[src/rtl/mcs4_ram_master.sv]
// MCS-4 RAM bus initiator: emits 8-phase sync framing and SRC / RAM I/O frames for host commands.
// Latency: accept in X3; response in X3 8 cycles later (cache hit) or 16 cycles later (SRC issued).
// Backpressure: cmd_ready is a registered one-cycle window in X3 of an IDLE or finishing IO frame.
module mcs4_ram_master #(
  parameter bit SRC_CACHE = 1'b1
) (
  input  logic       clk,
  input  logic       rst,
  output logic       sync,
  output logic       cm_ram,
  output logic [3:0] dbus_out,
  output logic       dbus_oe,
  input  logic [3:0] dbus_in,
  input  logic       cmd_valid,
  output logic       cmd_ready,
  input  logic [3:0] cmd_opa,
  input  logic [7:0] cmd_addr,
  input  logic [3:0] cmd_wdata,
  input  logic       cmd_force_src,
  output logic       rsp_valid,
  output logic [3:0] rsp_rdata,
  output logic       rsp_err
);

  typedef enum logic [1:0] {ST_IDLE, ST_SRC, ST_IO} state_t;

  localparam logic [2:0] PH_M1 = 3'd3;
  localparam logic [2:0] PH_M2 = 3'd4;
  localparam logic [2:0] PH_X2 = 3'd6;
  localparam logic [2:0] PH_X3 = 3'd7;

  state_t      state_q, state_d;
  logic [2:0]  phase_q, phase_d;
  logic [3:0]  opa_q, wdata_q, rd_q, rd_d;
  logic [7:0]  addr_q, last_addr_q;
  logic        last_valid_q;
  logic        accept, opa_err, src_need, rd_op;
  logic [3:0]  dat_d;
  logic        oe_d, cm_d;

  // Next phase/state, command classification and next bus drive values.
  always_comb begin
    phase_d  = phase_q + 3'd1;
    accept   = cmd_valid && cmd_ready;
    opa_err  = (cmd_opa == 4'h2) || (cmd_opa == 4'h3) || (cmd_opa == 4'hA);
    src_need = cmd_force_src || !SRC_CACHE || !last_valid_q || (cmd_addr != last_addr_q);
    // Unsupported OPAs never reach the IO state, so bit 3 alone marks a read here.
    rd_op    = opa_q[3];

    state_d = state_q;
    if (phase_q == PH_X3) begin
      case (state_q)
        ST_SRC:  state_d = ST_IO;
        default: begin
          if (accept && !opa_err) state_d = src_need ? ST_SRC : ST_IO;
          else                    state_d = ST_IDLE;
        end
      endcase
    end

    rd_d = rd_q;
    if (state_q == ST_IO && phase_q == PH_X2 && rd_op) rd_d = dbus_in;

    // Drive values for the phase being entered; phases 3..7 never cross a state change.
    dat_d = 4'h0;
    oe_d  = 1'b1;
    cm_d  = 1'b0;
    case (phase_d)
      PH_M1: begin
        if (state_q == ST_SRC)     dat_d = 4'h2;
        else if (state_q == ST_IO) dat_d = 4'hE;
      end
      PH_M2: begin
        if (state_q == ST_SRC) dat_d = 4'h1;
        else if (state_q == ST_IO) begin
          dat_d = opa_q;
          cm_d  = 1'b1;
        end
      end
      PH_X2: begin
        if (state_q == ST_SRC) begin
          dat_d = addr_q[7:4];
          cm_d  = 1'b1;
        end else if (state_q == ST_IO) begin
          if (rd_op) oe_d  = 1'b0;
          else       dat_d = wdata_q;
        end
      end
      PH_X3: begin
        if (state_q == ST_SRC) dat_d = addr_q[3:0];
      end
      default: dat_d = 4'h0;
    endcase
  end

  // Frame sequencer, command/cache registers and registered bus/host outputs.
  always_ff @(posedge clk) begin
    if (rst) begin
      state_q      <= ST_IDLE;
      phase_q      <= 3'd0;
      opa_q        <= 4'h0;
      wdata_q      <= 4'h0;
      addr_q       <= 8'h00;
      last_addr_q  <= 8'h00;
      last_valid_q <= 1'b0;
      rd_q         <= 4'h0;
      sync         <= 1'b0;
      cm_ram       <= 1'b0;
      dbus_out     <= 4'h0;
      dbus_oe      <= 1'b1;
      cmd_ready    <= 1'b0;
      rsp_valid    <= 1'b0;
      rsp_rdata    <= 4'h0;
      rsp_err      <= 1'b0;
    end else begin
      state_q <= state_d;
      phase_q <= phase_d;
      rd_q    <= rd_d;
      if (accept) begin
        opa_q   <= cmd_opa;
        addr_q  <= cmd_addr;
        wdata_q <= cmd_wdata;
      end
      if (phase_q == PH_X3 && state_q == ST_SRC) begin
        last_addr_q  <= addr_q;
        last_valid_q <= 1'b1;
      end
      sync      <= (phase_d == PH_X3);
      cmd_ready <= (phase_d == PH_X3) && (state_q != ST_SRC);
      cm_ram    <= cm_d;
      dbus_out  <= dat_d;
      dbus_oe   <= oe_d;
      rsp_valid <= 1'b0;
      if (accept && opa_err) begin
        rsp_valid <= 1'b1;
        rsp_err   <= 1'b1;
        rsp_rdata <= 4'h0;
      end else if (state_q == ST_IO && phase_d == PH_X3) begin
        rsp_valid <= 1'b1;
        rsp_err   <= 1'b0;
        rsp_rdata <= rd_op ? rd_d : 4'h0;
      end
    end
  end

endmodule

[config.mk]
export PLATFORM = sky130hd
export DESIGN_NAME = mcs4_ram_master
export DESIGN_NICKNAME = d
export VERILOG_FILES = /design/src/rtl/mcs4_ram_master.sv
export SDC_FILE = /design/constraint.sdc
export NUM_CORES = 1
export LEC_CHECK = 0
export ABC_CLOCK_PERIOD_IN_PS = 4850
export CAP_MARGIN = 15
export CORE_MARGIN = 10
export CORE_UTILIZATION = 55
export CTS_CLUSTER_DIAMETER = 40
export CTS_CLUSTER_SIZE = 25
export DETAILED_ROUTE_END_ITERATION = 16
export PLACE_DENSITY_LB_ADDON = 0.1
export REMOVE_ABC_BUFFERS = 1
export SLEW_MARGIN = 15
export SYNTH_ARGS = -nofsm -noshare
export SYNTH_HDL_FRONTEND = slang
export SYNTH_SLANG_ARGS = --single-unit
[constraint.sdc]
create_clock -name clk -period 4.85 [get_ports clk]
set_input_delay 0.97 -clock clk [delete_from_list [all_inputs] [get_ports clk]]
set_output_delay 0.97 -clock clk [all_outputs]
set_load 0.05 [all_outputs]
[After elaboration in Yosys (flattened, before gate mapping)]
Cells that the tools add are included.
Word-level totals
  flip-flop bits (word level): 48
  input bits: 24
  output and inout port bits: 14
  logic and storage cells: 72
Operators by class
  add/subtract/negate cells: 1
  equal/unequal tests: 13
  multiplexer cells: 23
  bitwise logic cells: 2
  reduce and logical (&&, ||, !) cells: 17
Operator list (number)
  4-bit 2-to-1 mux: 10
  4-bit case mux with 4 select lines: 1
  3-bit equality test (second input constant): 5
  4-bit by 2-bit equality test with 1-bit output (second input constant): 2
  1-bit logical AND: 8
  1-bit 2-to-1 mux: 8
  8-bit inequality test: 1
  2-bit 2-to-1 mux: 3
  4-bit equality test (second input constant): 1
  1-bit logical OR: 4
  4-bit OR reduction: 1
  3-bit by 1-bit adder with 3-bit output (second input constant): 1
  3-bit by 2-bit equality test with 1-bit output (second input constant): 1
  2-bit by 1-bit equality test with 1-bit output (second input constant): 1
  2-bit equality test (second input constant): 1
  1-bit logical NOT: 2
  2-bit by 1-bit inequality test with 1-bit output (second input constant): 1
  1-bit NOT: 2
  1-bit case mux with 2 select lines: 1
  2-bit nonzero test: 1
  2-bit OR reduction: 1

[Depth between registers and ports, before layout]
Gate-level depths: netlist of run 1.
  word-level depth: 7
  mapped depth: 8
  depth with buffers taken out: 6

[Worst setup path before layout of run 1]
OpenSTA, ideal clock, no wires.
  path kind: input port to flip-flop
  from: input cmd_opa[3]
  to: register rsp_rdata[0]
  setup time: 0.115 ns
  data arrival time: 1.625 ns
  required time: 4.735 ns
  setup slack: 3.110 ns
  cell stages on the path: 3
  path buffers: 0
  cells stage by stage: a211oi_1 > a21oi_1 > and2_1
Between the ends
  cells in the longest elaborated chain, start to end: 5
  elaborated cells on any way between the ends: 7
  those cells by class: 3 x eq/ne; 4 x reduce/logical
Ends and longest elaborated chain
  start: declaration: RTL line 16  | input logic [3:0] cmd_opa,
  4-bit by 2-bit equality test with 1-bit output: RTL line 45  | opa_err = (cmd_opa == 4'h2) || (cmd_opa == 4'h3) || (cmd_opa == 4'hA);
  1-bit logical OR: RTL line 45
  1-bit logical OR *: RTL line 45
  1-bit logical AND *: RTL line 134  | if (accept && opa_err) begin
  2-bit OR reduction (no line) *
  end signal: assignment: RTL line 141  | rsp_rdata <= rd_op ? rd_d : 4'h0;
  end: declaration: RTL line 21  | output logic [3:0] rsp_rdata,
Every way passes the cells marked *; elsewhere a longest branch is shown, timed or not.
A chain may end at the register's enable or synchronous reset.

[Worst setup path in the final report of run 1]
  from: register rsp_rdata[1]
  to: output rsp_rdata[1]
No word-level cell between the ends.

==> summary.txt, run 1 <==
Timing
  • Worst-margin pin slew: 0.662 ns
  • Slew HR: 55.9%
  • Final Hold Fails: 0
  • Worst setup margin: 2.42 ns
  • Final Max Tran Viols: 0
  • Final setup fails: 0
  • Tcrit/Tclk final: 50.2%
  • Min Hold Slack: 0.465 ns
  • Setup_tns: 0 ns
  • Max Clk Rate: 0.411 GHz
  • Post-Route Skew: 0.00655 ns
  • RSZ-0062 raised after global routing: false
  • Final min period: 2.43 ns

Outcome
  • Status: finished clean

Job
  • MaxCap Viol Count: 0

Worst hold path
  • Hold EP: wdata_q[1]
  • Hold Crit Depth: 2
  • Worst min path class: flip-flop to flip-flop
  • Worst hold start: wdata_q[1]

Worst setup path
  • Critical path, cell by cell: clkdlybuf4s50_1
  • Req. time, crit path: 3.88 ns
  • CP Class: flip-flop to output pin
  • Buf/Inv on CP: 1
  • Critical path launch point type: flip-flop
  • CP peak stage delay: 0.81 ns
  • Worst r2r src: phase_q[0]
  • Crit path DAT: 1.46 ns
  • Top fanout value on the critical path: 2
  • R2R setup slack: 2.91 ns
  • R2R depth: 6
  • Slowest cell on the critical path: clkdlybuf4s50_1
  • CP top delay family: buffers and inverters
  • Crit. End Element: output pin
  • Reg2Reg Capture Point: rsp_rdata[2]

Synthesis
  • Syn Std Cell Area: 2070 um2
  • Number of distinct library cells after synthesis: 37
  • Synth area leader: dfxtp_1
  • Asr flop ratio synth: 0%
  • Number of synthesized flops with an enable pin: 0
  • Flops & latches, synth: 48
  • Top cell type's share of synthesized area: 46.5%
  • Synth Area per Inst: 8.33 um2
  • Register area share after synthesis: 46.5%
  • Synth Instances: 248
  • Ys Warns: 0
  • Top_reg_cell synth: dfxtp_1
  • Top post-synthesis cells by area: dfxtp_1 46%, nand2_1 11%, a21oi_1 7.7%, ha_1 5.4%, xnor2_1 3.0%

Finish
  • Final Core Density: 69.4%
  • Final Cell Area: 2540 um2
  • Area delta synth->final: 22.9%
  • Highest-count cells in the layout ignoring fill and taps: 61 x nand2_1, 48 x dfxtp_1, 37 x clkdlybuf4s50_1, 32 x a21oi_1, 11 x nor2_1
  • Non-Filler Instances: 330
  • Nets: 314
  • Commonest non-fill, non-tap cell in the layout: nand2_1
  • Ant diodes: 0
  • Share of cells above drive strength 1: 3.90%

Routing
  • Total wire length: 4660 um
  • Final ANT Viol Nets: 0
  • Initial DRC count: 154
  • First-pass iteration count of the detailed router: 4
  • Routed vias/inst: 5.41
  • Routed via count: 1785
  • # DRC: 0
  • Avg WL per Cell: 14.1 um

Global route
  • Total Routing Usage GR: 14.9%
  • Vias in the first global route: 1659
  • Initial antenna violation count: 0
  • Overflow after GRT: 0
  • Maximum number of pins on one net before global-route repair: 28
  • Wire length of the first global-routing pass: 7690 um

Place
  • DP Cell Count: 322
  • Port bufs: 37
  • DPL Wire Length: 3370 um
  • GP Congestion: 0.855
  • Placed instance area: 2450 um2
  • Pre-CTS setup slack: 2.20 ns

Power
  • Clock power frac: 34.8%
  • Logic pwr share: 7.7%
  • Leak: 0.904 nW
  • Seq pwr share: 57.6%
  • Switching pwr: 0.158 mW
  • Power Density: 273 nW/um2
  • Max VDD drop: 0.000213 V
  • Final Total Pwr: 0.695 mW
  • Int Power: 0.537 mW
  • Switching part of the total: 22.7%

Clock network
  • CTS sink count: 48
  • Clock buffer count from CTS: 5
  • Root Buffer Master: clkbuf_8
  • TritonCTS clock tree: done
  • # Post-CTS Setup Buffers: 0
  • Post-CTS sizing: 0
  • CTS Buffer Depth: 2
  • Clk slew on worst S/H paths: 0.08 ns
  • Worst skew pair latency: 0.30 ns
  • Htree depth: 2
  • Hold-fix buffers at CTS: 0

Floorplan
  • IO Pins: 38
  • Core Rows: 22
  • Core area: 3660 um2
  • Die area: 6610 um2
  • Initial Util: 56.5%
  • Chip width: 81.3 um
  • Die height: 81.3 um
synthesized netlist by cell type, types with 2 or more instances:
library cell and n:
nand3_1 4, mux2i_1 5, inv_1 7, nand2b_1 4, nand2_1 61, buf_1 3, a21oi_1 32, a22oi_1 3
o22ai_1 2, nor3_1 2, nand4_1 6, buf_2 6, o21ai_0 7, o21a_1 2, nor4_1 2, and2_1 7
nor2b_1 3, clkbuf_1 2, dfxtp_1 48, xnor2_1 7, ha_1 9, nor2_1 11
cell families (layout without fill, tap and decap cells):
logic type | Yosys count | in the layout | synth area share (%)
AOI/OAI and AO/OA | 52 | 52 | 14.3
xor gates and xnor gates | 8 | 8 | 3.39
adders and majority gates | 9 | 9 | 5.45
buffers and inverters | 19 | 53 | 4.00
DFF | 48 | 48 | 46.5
muxes | 5 | 5 | 2.42
and+or+nand+nor | 107 | 107 | 24.0
tightest hold or removal path: stages (launching register included):
cell	delay [ns]
dfxtp_1	0.32
nand2_1	0.05
a21oi_1	0.05
state kept, by name, indices dropped and copies added (netlist names):
name,flops
addr_q,8
cm_ram,1
cmd_ready,1
dbus_oe,1
dbus_out,4
last_addr_q,8
last_valid_q,1
opa_q,4
phase_q,3
rd_q,4
rsp_err,1
rsp_rdata,4
rsp_valid,1
state_q,2
sync,1
wdata_q,4
how the worst max path moves through the flow:
| stage | from | to | slack (ns) | depth (start not counted) |
|---|---|---|---|---|
| 2_1_floorplan | cmd_valid | state_q[1] | 2.95 | 4 |
| 3_3_place_gp | rst | rsp_rdata[2] | 2.27 | 4 |
| 3_5_place_dp | cmd_valid | state_q[1] | 2.20 | 5 |
| 4_1_cts | rsp_rdata[3] | rsp_rdata[3] | 2.40 | 1 |
| 5_1_grt | cmd_valid | state_q[1] | 2.32 | 5 |
| 6_report | rsp_rdata[1] | rsp_rdata[1] | 2.42 | 1 |
power groups by stage:
stage | clock network [mW] | registers [mW] | logic, mW
2_1_floorplan | 0 | 0.409 | 0.0202
3_3_place_gp | 0 | 0.409 | 0.0518
3_5_place_dp | 0 | 0.409 | 0.0525
4_1_cts | 0.246 | 0.400 | 0.0528
5_1_grt | 0.262 | 0.400 | 0.0585
6_report | 0.242 | 0.400 | 0.0534
area by class of cell:
class	count	area [um2]
Clock inverter	2	10.0
Clock buffer	6	82.6
Timing Repair Buffer	38	378
Tap cell	48	60.1
Multi-Input combinational cell	181	1020
Inverter	7	26.3
Sequential cell	48	961
Fill cell	312	1120
layer usage:
layer | vias to the layer above | track usage, % | part of all wire (%)
met5 | - | 0 | 0
met3 | 7 | 5.96 | 8.4
met1 | 815 | 18.8 | 47
met2 | 60 | 21.6 | 43
met4 | 0 | 6.57 | 1.7
li1 | 903 | - | -
Power figures use the tool's default switching activity.
==> run 2: changes to the inputs <==
- ABC_CLOCK_PERIOD_IN_PS: 4850 -> 2400
- CORE_UTILIZATION: 55 -> 51
- clock period: 4.85 -> 2.4 ns (I/O delays scaled with it)
==> run 2 against run 1 <==
  * Critical path depth unchanged
  * Clock skew barely moved
  * Sequential share of layout area fell by 0.53 points
  * Hold slack better by 0.0031 ns
  * Via count decreased by 0.95%
  * Non-clock buffer count increased by 2
  * Critical path type unchanged
  * Critical endpoint is now rsp_rdata[3]
  * Largest cell class unchanged
==> summary.txt, run 2 (synthesized netlist as in run 1, its figures left out) <==
Global route
  • Overflow after GRT: 0 (unchanged)
  • Maximum number of pins on one net before global-route repair: 29 (was 28)
  • Vias in the first global route: 1780 (was 1659)
  • Total Routing Usage GR: 13.4% (was 14.9%)
  • Initial antenna violation count: 0 (unchanged)
  • Wire length of the first global-routing pass: 8070 um (was 7690 um)

Routing
  • Total wire length: 4670 um (was 4660 um)
  • Wire length on met3: 333 um (was 393 um)
  • Routed vias/inst: 5.29 (was 5.41)
  • Final ANT Viol Nets: 0 (unchanged)
  • First-pass iteration count of the detailed router: 4 (unchanged)
  • Routed met1 length: 2320 um (was 2170 um)
  • # DRC: 0 (unchanged)
  • Initial DRC count: 172 (was 154)
  • Top Layer Used: met4 (unchanged)
  • Routed via count: 1768 (was 1785)
  • Avg WL per Cell: 14.0 um (was 14.1 um)
  • Met2 wire len: 1990 um (was 2010 um)

Worst setup path
  • Buf/Inv on CP: 1 (unchanged)
  • Critical path, cell by cell: clkdlybuf4s50_1 (unchanged)
  • Crit. End Element: output pin (unchanged)
  • Critical path startpoint: rsp_rdata[3] (was rsp_rdata[1])
  • Critical path launch point type: flip-flop (unchanged)
  • Crit path DAT: 1.48 ns (was 1.46 ns)
  • CP Class: flip-flop to output pin (unchanged)
  • Top fanout value on the critical path: 2 (unchanged)
  • CP top delay family: buffers and inverters (unchanged)
  • CP peak stage delay: 0.81 ns (about the same)
  • R2R setup slack: 0.48 ns (was 2.91 ns)
  • Worst r2r src: phase_q[0] (unchanged)
  • Req. time, crit path: 1.92 ns (was 3.88 ns)
  • Slowest cell on the critical path: clkdlybuf4s50_1 (unchanged)

Timing
  • Slew HR: 62.3% (was 55.9%)
  • Final Hold Fails: 0 (unchanged)
  • Tcrit/Tclk final: 81.5%
  • Max Clk Rate: 0.511 GHz
  • Setup_tns: 0 ns (unchanged)
  • RSZ-0062 raised after global routing: false (unchanged)
  • Worst-margin pin slew: 0.565 ns (was 0.662 ns)
  • Final Max Tran Viols: 0 (unchanged)
  • Min Hold Slack: 0.468 ns (was 0.465 ns)
  • Post-Route Skew: 0.00647 ns (was 0.00655 ns)
  • Final setup fails: 0 (unchanged)
  • Final min period: 1.96 ns

Outcome
  • Status: finished clean (unchanged)

Power
  • Int Power: 1.17 mW (was 0.537 mW)
  • Power Density: 580 nW/um2 (was 273 nW/um2)
  • Seq pwr share: 54.0% (was 57.6%)
  • Switching pwr: 0.330 mW (was 0.158 mW)
  • Leak: 0.917 nW (was 0.904 nW)
  • Final Total Pwr: 1.50 mW (was 0.695 mW)
  • Logic pwr share: 7.3% (was 7.7%)
  • Clock power frac: 38.7% (was 34.8%)
  • Switching part of the total: 22.1% (was 22.7%)
  • Max VDD drop: 0.000415 V (was 0.000213 V)

Place
  • Port bufs: 37 (unchanged)
  • Placed instance area: 2470 um2 (was 2450 um2)
  • GP Congestion: 0.882 (was 0.855)
  • DPL Wire Length: 3450 um (was 3370 um)

Clock network
  • Hold-fix buffers at CTS: 0 (unchanged)
  • Root Buffer Master: clkbuf_8 (unchanged)
  • Clock buffer count from CTS: 5 (unchanged)
  • TritonCTS clock tree: done (unchanged)
  • CTS Buffer Depth: 2 (unchanged)
  • Post-CTS sizing: 0 (unchanged)
  • CTS sink count: 48 (unchanged)
  • Htree depth: 2 (unchanged)
  • Worst skew pair latency: 0.30 ns (about the same)
  • Clk slew on worst S/H paths: 0.09 ns (was 0.08 ns)
  • # Post-CTS Setup Buffers: 0 (unchanged)

Finish
  • Highest-count cells in the layout ignoring fill and taps: 61 x nand2_1, 48 x dfxtp_1, 37 x clkdlybuf4s50_1, 32 x a21oi_1, 11 x nor2_1 (unchanged)
  • Area delta synth->final: 24.7% (was 22.9%)
  • Commonest non-fill, non-tap cell in the layout: nand2_1 (unchanged)
  • Nets: 316 (was 314)
  • Ant diodes: 0 (unchanged)
  • Top Registers: addr_q x8, last_addr_q x8 (unchanged)
  • Final Cell Area: 2580 um2 (was 2540 um2)
  • Final Core Density: 64.9% (was 69.4%)
  • Share of cells above drive strength 1: 4.58% (was 3.90%)

Job
  • MaxCap Viol Count: 0 (unchanged)

Floorplan
  • Core Rows: 23 (was 22)
  • Die height: 83.7 um (was 81.3 um)
  • Die area: 7000 um2 (was 6610 um2)
  • Initial Util: 52.0% (was 56.5%)
  • Chip width: 83.7 um (was 81.3 um)
  • IO Pins: 38 (unchanged)
  • Core area: 3970 um2 (was 3660 um2)

Worst hold path
  • Worst hold start: wdata_q[0] (was wdata_q[1])
  • Worst min path class: flip-flop to flip-flop (unchanged)
==> run 2: cell count changes in the layout (fill, tap and decap cells not counted), sizes merged <==
cell      previous run  this run
buf                  1         3
bufinv               0         1
clkbuf               6         5
clkinv               2         1
clkinvlp             0         1
==> run 2: worst reg2reg max path, cell delays in order, from the launching register on <==
cell and delay (ns):
dfxtp_1 0.38, ha_1 0.22, ha_1 0.57, nand3_1 0.30, nand2_1 0.13, o21ai_0 0.07, and2_1 0.16
==> run 2: power by group through the flow <==
stage | sequential (mW) | clock [mW] | combinational (mW)
floorplan | 0.827 | 0 | 0.0408
global placement | 0.826 | 0 | 0.107
detailed placement | 0.827 | 0 | 0.107
CTS | 0.808 | 0.588 | 0.109
global route | 0.809 | 0.623 | 0.119
finish | 0.808 | 0.579 | 0.109
==> run 2: final timing paths <==
path / to / cells past startpoint
worst max-delay path: rsp_rdata[3] / 1
worst min-delay path: wdata_q[0] / 2
worst max register to register: rsp_rdata[3] / 6
worst min register to register: wdata_q[0] / 2
==> run 2: per-stage QoR <==
stage	instances	setup WS (ns)
detailed placement	326	0.461
global placement	326	0.487
finish	334	0.444
floorplan	236	0.689
global route	334	0.350
CTS	334	0.427
==> run 2: area by class of cell <==
cell class              instances  area [um2]
flip-flops and latches         48         961
inverters                       7        26.3
clock inverters                 3        42.5
fillers                       355        1390
multi-input cells             181        1020
repair buffers                 40         393
well taps                      50        62.6
clock buffers                   5        68.8
==> run 2: metal layers <==
layer  GRT usage (%)  up-vias
li1                -      907
met5               0        -
met4            3.65        0
met3            5.66        2
met2            20.1       47
met1            17.2      812
==> run 3: changes to the inputs <==
- ABC_CLOCK_PERIOD_IN_PS: 2400 -> 1760
- CORE_UTILIZATION: 51 -> 46
- clock period: 2.4 -> 1.76 ns (I/O delays scaled with it)
==> run 3 against run 2 <==
  * Sequential power grew 36%
  * Via count fell by 1.5%
  * Final area is 0.78% higher
  * Core utilization down 5.2 points
  * Largest cell class unchanged
==> summary.txt, run 3 (synthesized netlist as in run 1, its figures left out) <==
Place
  • Port bufs: 37 (unchanged)
  • GP Congestion: 0.915 (was 0.882)
  • DPL Wire Length: 3630 um (was 3450 um)

Worst setup path
  • CP peak stage delay: 0.40 ns (was 0.81 ns)
  • Buf/Inv on CP: 0 (was 1)
  • Slowest cell on the critical path: dfxtp_1 (was clkdlybuf4s50_1)
  • R2R setup slack: 0.1 ns (was 0.48 ns)
  • Crit path DAT: 1.85 ns (was 1.48 ns)
  • CP top delay family: adder cells (was buffers and inverters)
  • Critical path startpoint: phase_q[1] (was rsp_rdata[3])
  • Top fanout value on the critical path: 7 (was 2)
  • Critical path launch point type: flip-flop (unchanged)
  • Req. time, crit path: 1.94 ns (was 1.92 ns)
  • CP Class: flip-flop to flip-flop (was flip-flop to output pin)
  • Crit. End Element: flip-flop (was output pin)
  • Critical path, cell by cell: ha_1 > ha_2 > and4b_1 > a21o_1 > a32oi_1 > nor2_1 (was clkdlybuf4s50_1)
  • Worst r2r src: phase_q[1] (was phase_q[0])

Clock network
  • Post-CTS sizing: 0 (unchanged)
  • TritonCTS clock tree: done (unchanged)
  • CTS Buffer Depth: 2 (unchanged)
  • Hold-fix buffers at CTS: 0 (unchanged)
  • CTS sink count: 48 (unchanged)
  • Clk slew on worst S/H paths: 0.08 ns (was 0.09 ns)
  • Clock buffer count from CTS: 5 (unchanged)
  • # Post-CTS Setup Buffers: 0 (unchanged)
  • Htree depth: 2 (unchanged)
  • Worst skew pair latency: 0.30 ns (about the same)
  • Root Buffer Master: clkbuf_8 (unchanged)

Timing
  • Setup_tns: 0 ns (unchanged)
  • Max Clk Rate: 0.601 GHz
  • Final setup fails: 0 (unchanged)
  • Final min period: 1.66 ns
  • Tcrit/Tclk final: 94.6%
  • RSZ-0062 raised after global routing: false (unchanged)
  • Worst-margin pin slew: 0.398 ns (was 0.565 ns)
  • Final Max Tran Viols: 0 (unchanged)
  • Post-Route Skew: 0.00771 ns (was 0.00647 ns)
  • Slew HR: 73.5% (was 62.3%)
  • Final Hold Fails: 0 (unchanged)

Global route
  • Overflow after GRT: 0 (unchanged)
  • Total Routing Usage GR: 12.7% (was 13.4%)
  • Initial antenna violation count: 0 (unchanged)
  • Vias in the first global route: 1649 (was 1780)
  • Wire length of the first global-routing pass: 7780 um (was 8070 um)
  • Maximum number of pins on one net before global-route repair: 26 (was 29)

Floorplan
  • Die height: 87.0 um (was 83.7 um)
  • Die area: 7580 um2 (was 7000 um2)
  • Chip width: 87.0 um (was 83.7 um)
  • Initial Util: 47.5% (was 52.0%)
  • Core area: 4350 um2 (was 3970 um2)
  • Core Rows: 24 (was 23)
  • IO Pins: 38 (unchanged)

Finish
  • Area delta synth->final: 25.7% (was 24.7%)
  • Nets: 324 (was 316)
  • Ant diodes: 0 (unchanged)
  • Top Registers: addr_q x8, last_addr_q x8 (unchanged)
  • Commonest non-fill, non-tap cell in the layout: nand2_1 (unchanged)
  • Highest-count cells in the layout ignoring fill and taps: 61 x nand2_1, 48 x dfxtp_1, 32 x a21oi_1, 25 x buf_4, 23 x clkdlybuf4s50_1 (was 61 x nand2_1, 48 x dfxtp_1, 37 x clkdlybuf4s50_1, 32 x a21oi_1, 11 x nor2_1)
  • Share of cells above drive strength 1: 12.4% (was 4.58%)

Routing
  • Initial DRC count: 137 (was 172)
  • Routed via count: 1742 (was 1768)
  • Routed vias/inst: 5.08 (was 5.29)
  • First-pass iteration count of the detailed router: 4 (unchanged)
  • Avg WL per Cell: 13.9 um (was 14.0 um)
  • Total wire length: 4770 um (was 4670 um)
  • # DRC: 0 (unchanged)
  • Final ANT Viol Nets: 0 (unchanged)

Worst hold path
  • Worst min path class: flip-flop to flip-flop (unchanged)
  • Worst hold start: opa_q[2] (was wdata_q[0])

Power
  • Leak: 0.978 nW (was 0.917 nW)
  • Max VDD drop: 0.000468 V (was 0.000415 V)
  • Final Total Pwr: 1.95 mW (was 1.50 mW)
  • Power Density: 751 nW/um2 (was 580 nW/um2)

Job
  • MaxCap Viol Count: 0 (unchanged)

Outcome
  • Status: finished clean (unchanged)
-- run 3: routing by layer --
metal  GRT usage, %  up-vias  share of wire, %
li1               -      916                 -
met3           3.75        7               5.7
met4           5.60        0               1.6
met5              0        -                 0
met2           18.6       38                42
met1           16.8      781                50
-- run 3: worst min-delay path, cell delays in order (launching register included) --
cell     delay (ns)
dfxtp_1        0.32
nand2_1        0.05
a21oi_1        0.05
-- run 3: final timing paths --
kind / end / depth (start not counted)
max: dbus_out[2] / 6
min: opa_q[2] / 2
max reg2reg: dbus_out[2] / 6
min reg2reg: opa_q[2] / 2
-- run 3: power by group --
group | switching (mW) | total, mW | leakage (nW) | internal (mW)
logic | 0.0772 | 0.164 | 0.540 | 0.0864
clock network | 0.338 | 0.688 | 0.0503 | 0.350
registers | 0.00694 | 1.10 | 0.387 | 1.09
total | 0.422 | 1.95 | 0.978 | 1.53
-- run 3: layout make-up --
class,instances,area (um2)
Fill cell,410,1760
Tap cell,52,65.1
Timing Repair Buffer,48,418
Multi-Input combinational cell,181,1030
Clock buffer,7,96.3
Sequential cell,48,961
Inverter,7,26.3
-- run 3: per-stage QoR --
step | instances | hold slack, ns | util (%) | worst slack [ns] | cell area [um2]
final | 343 | 0.463 | 59.7 | 0.0957 | 2600
after global routing | 343 | 0.486 | 59.7 | 0.0279 | 2600
after CTS | 343 | 0.462 | 59.5 | 0.0731 | 2590
after detailed placement | 336 | 0.451 | 57.3 | 0.0795 | 2490
after global placement | 336 | 0.445 | 57.3 | 0.0691 | 2490
after floorplan | 236 | 0.419 | - | 0.0488 | 2010
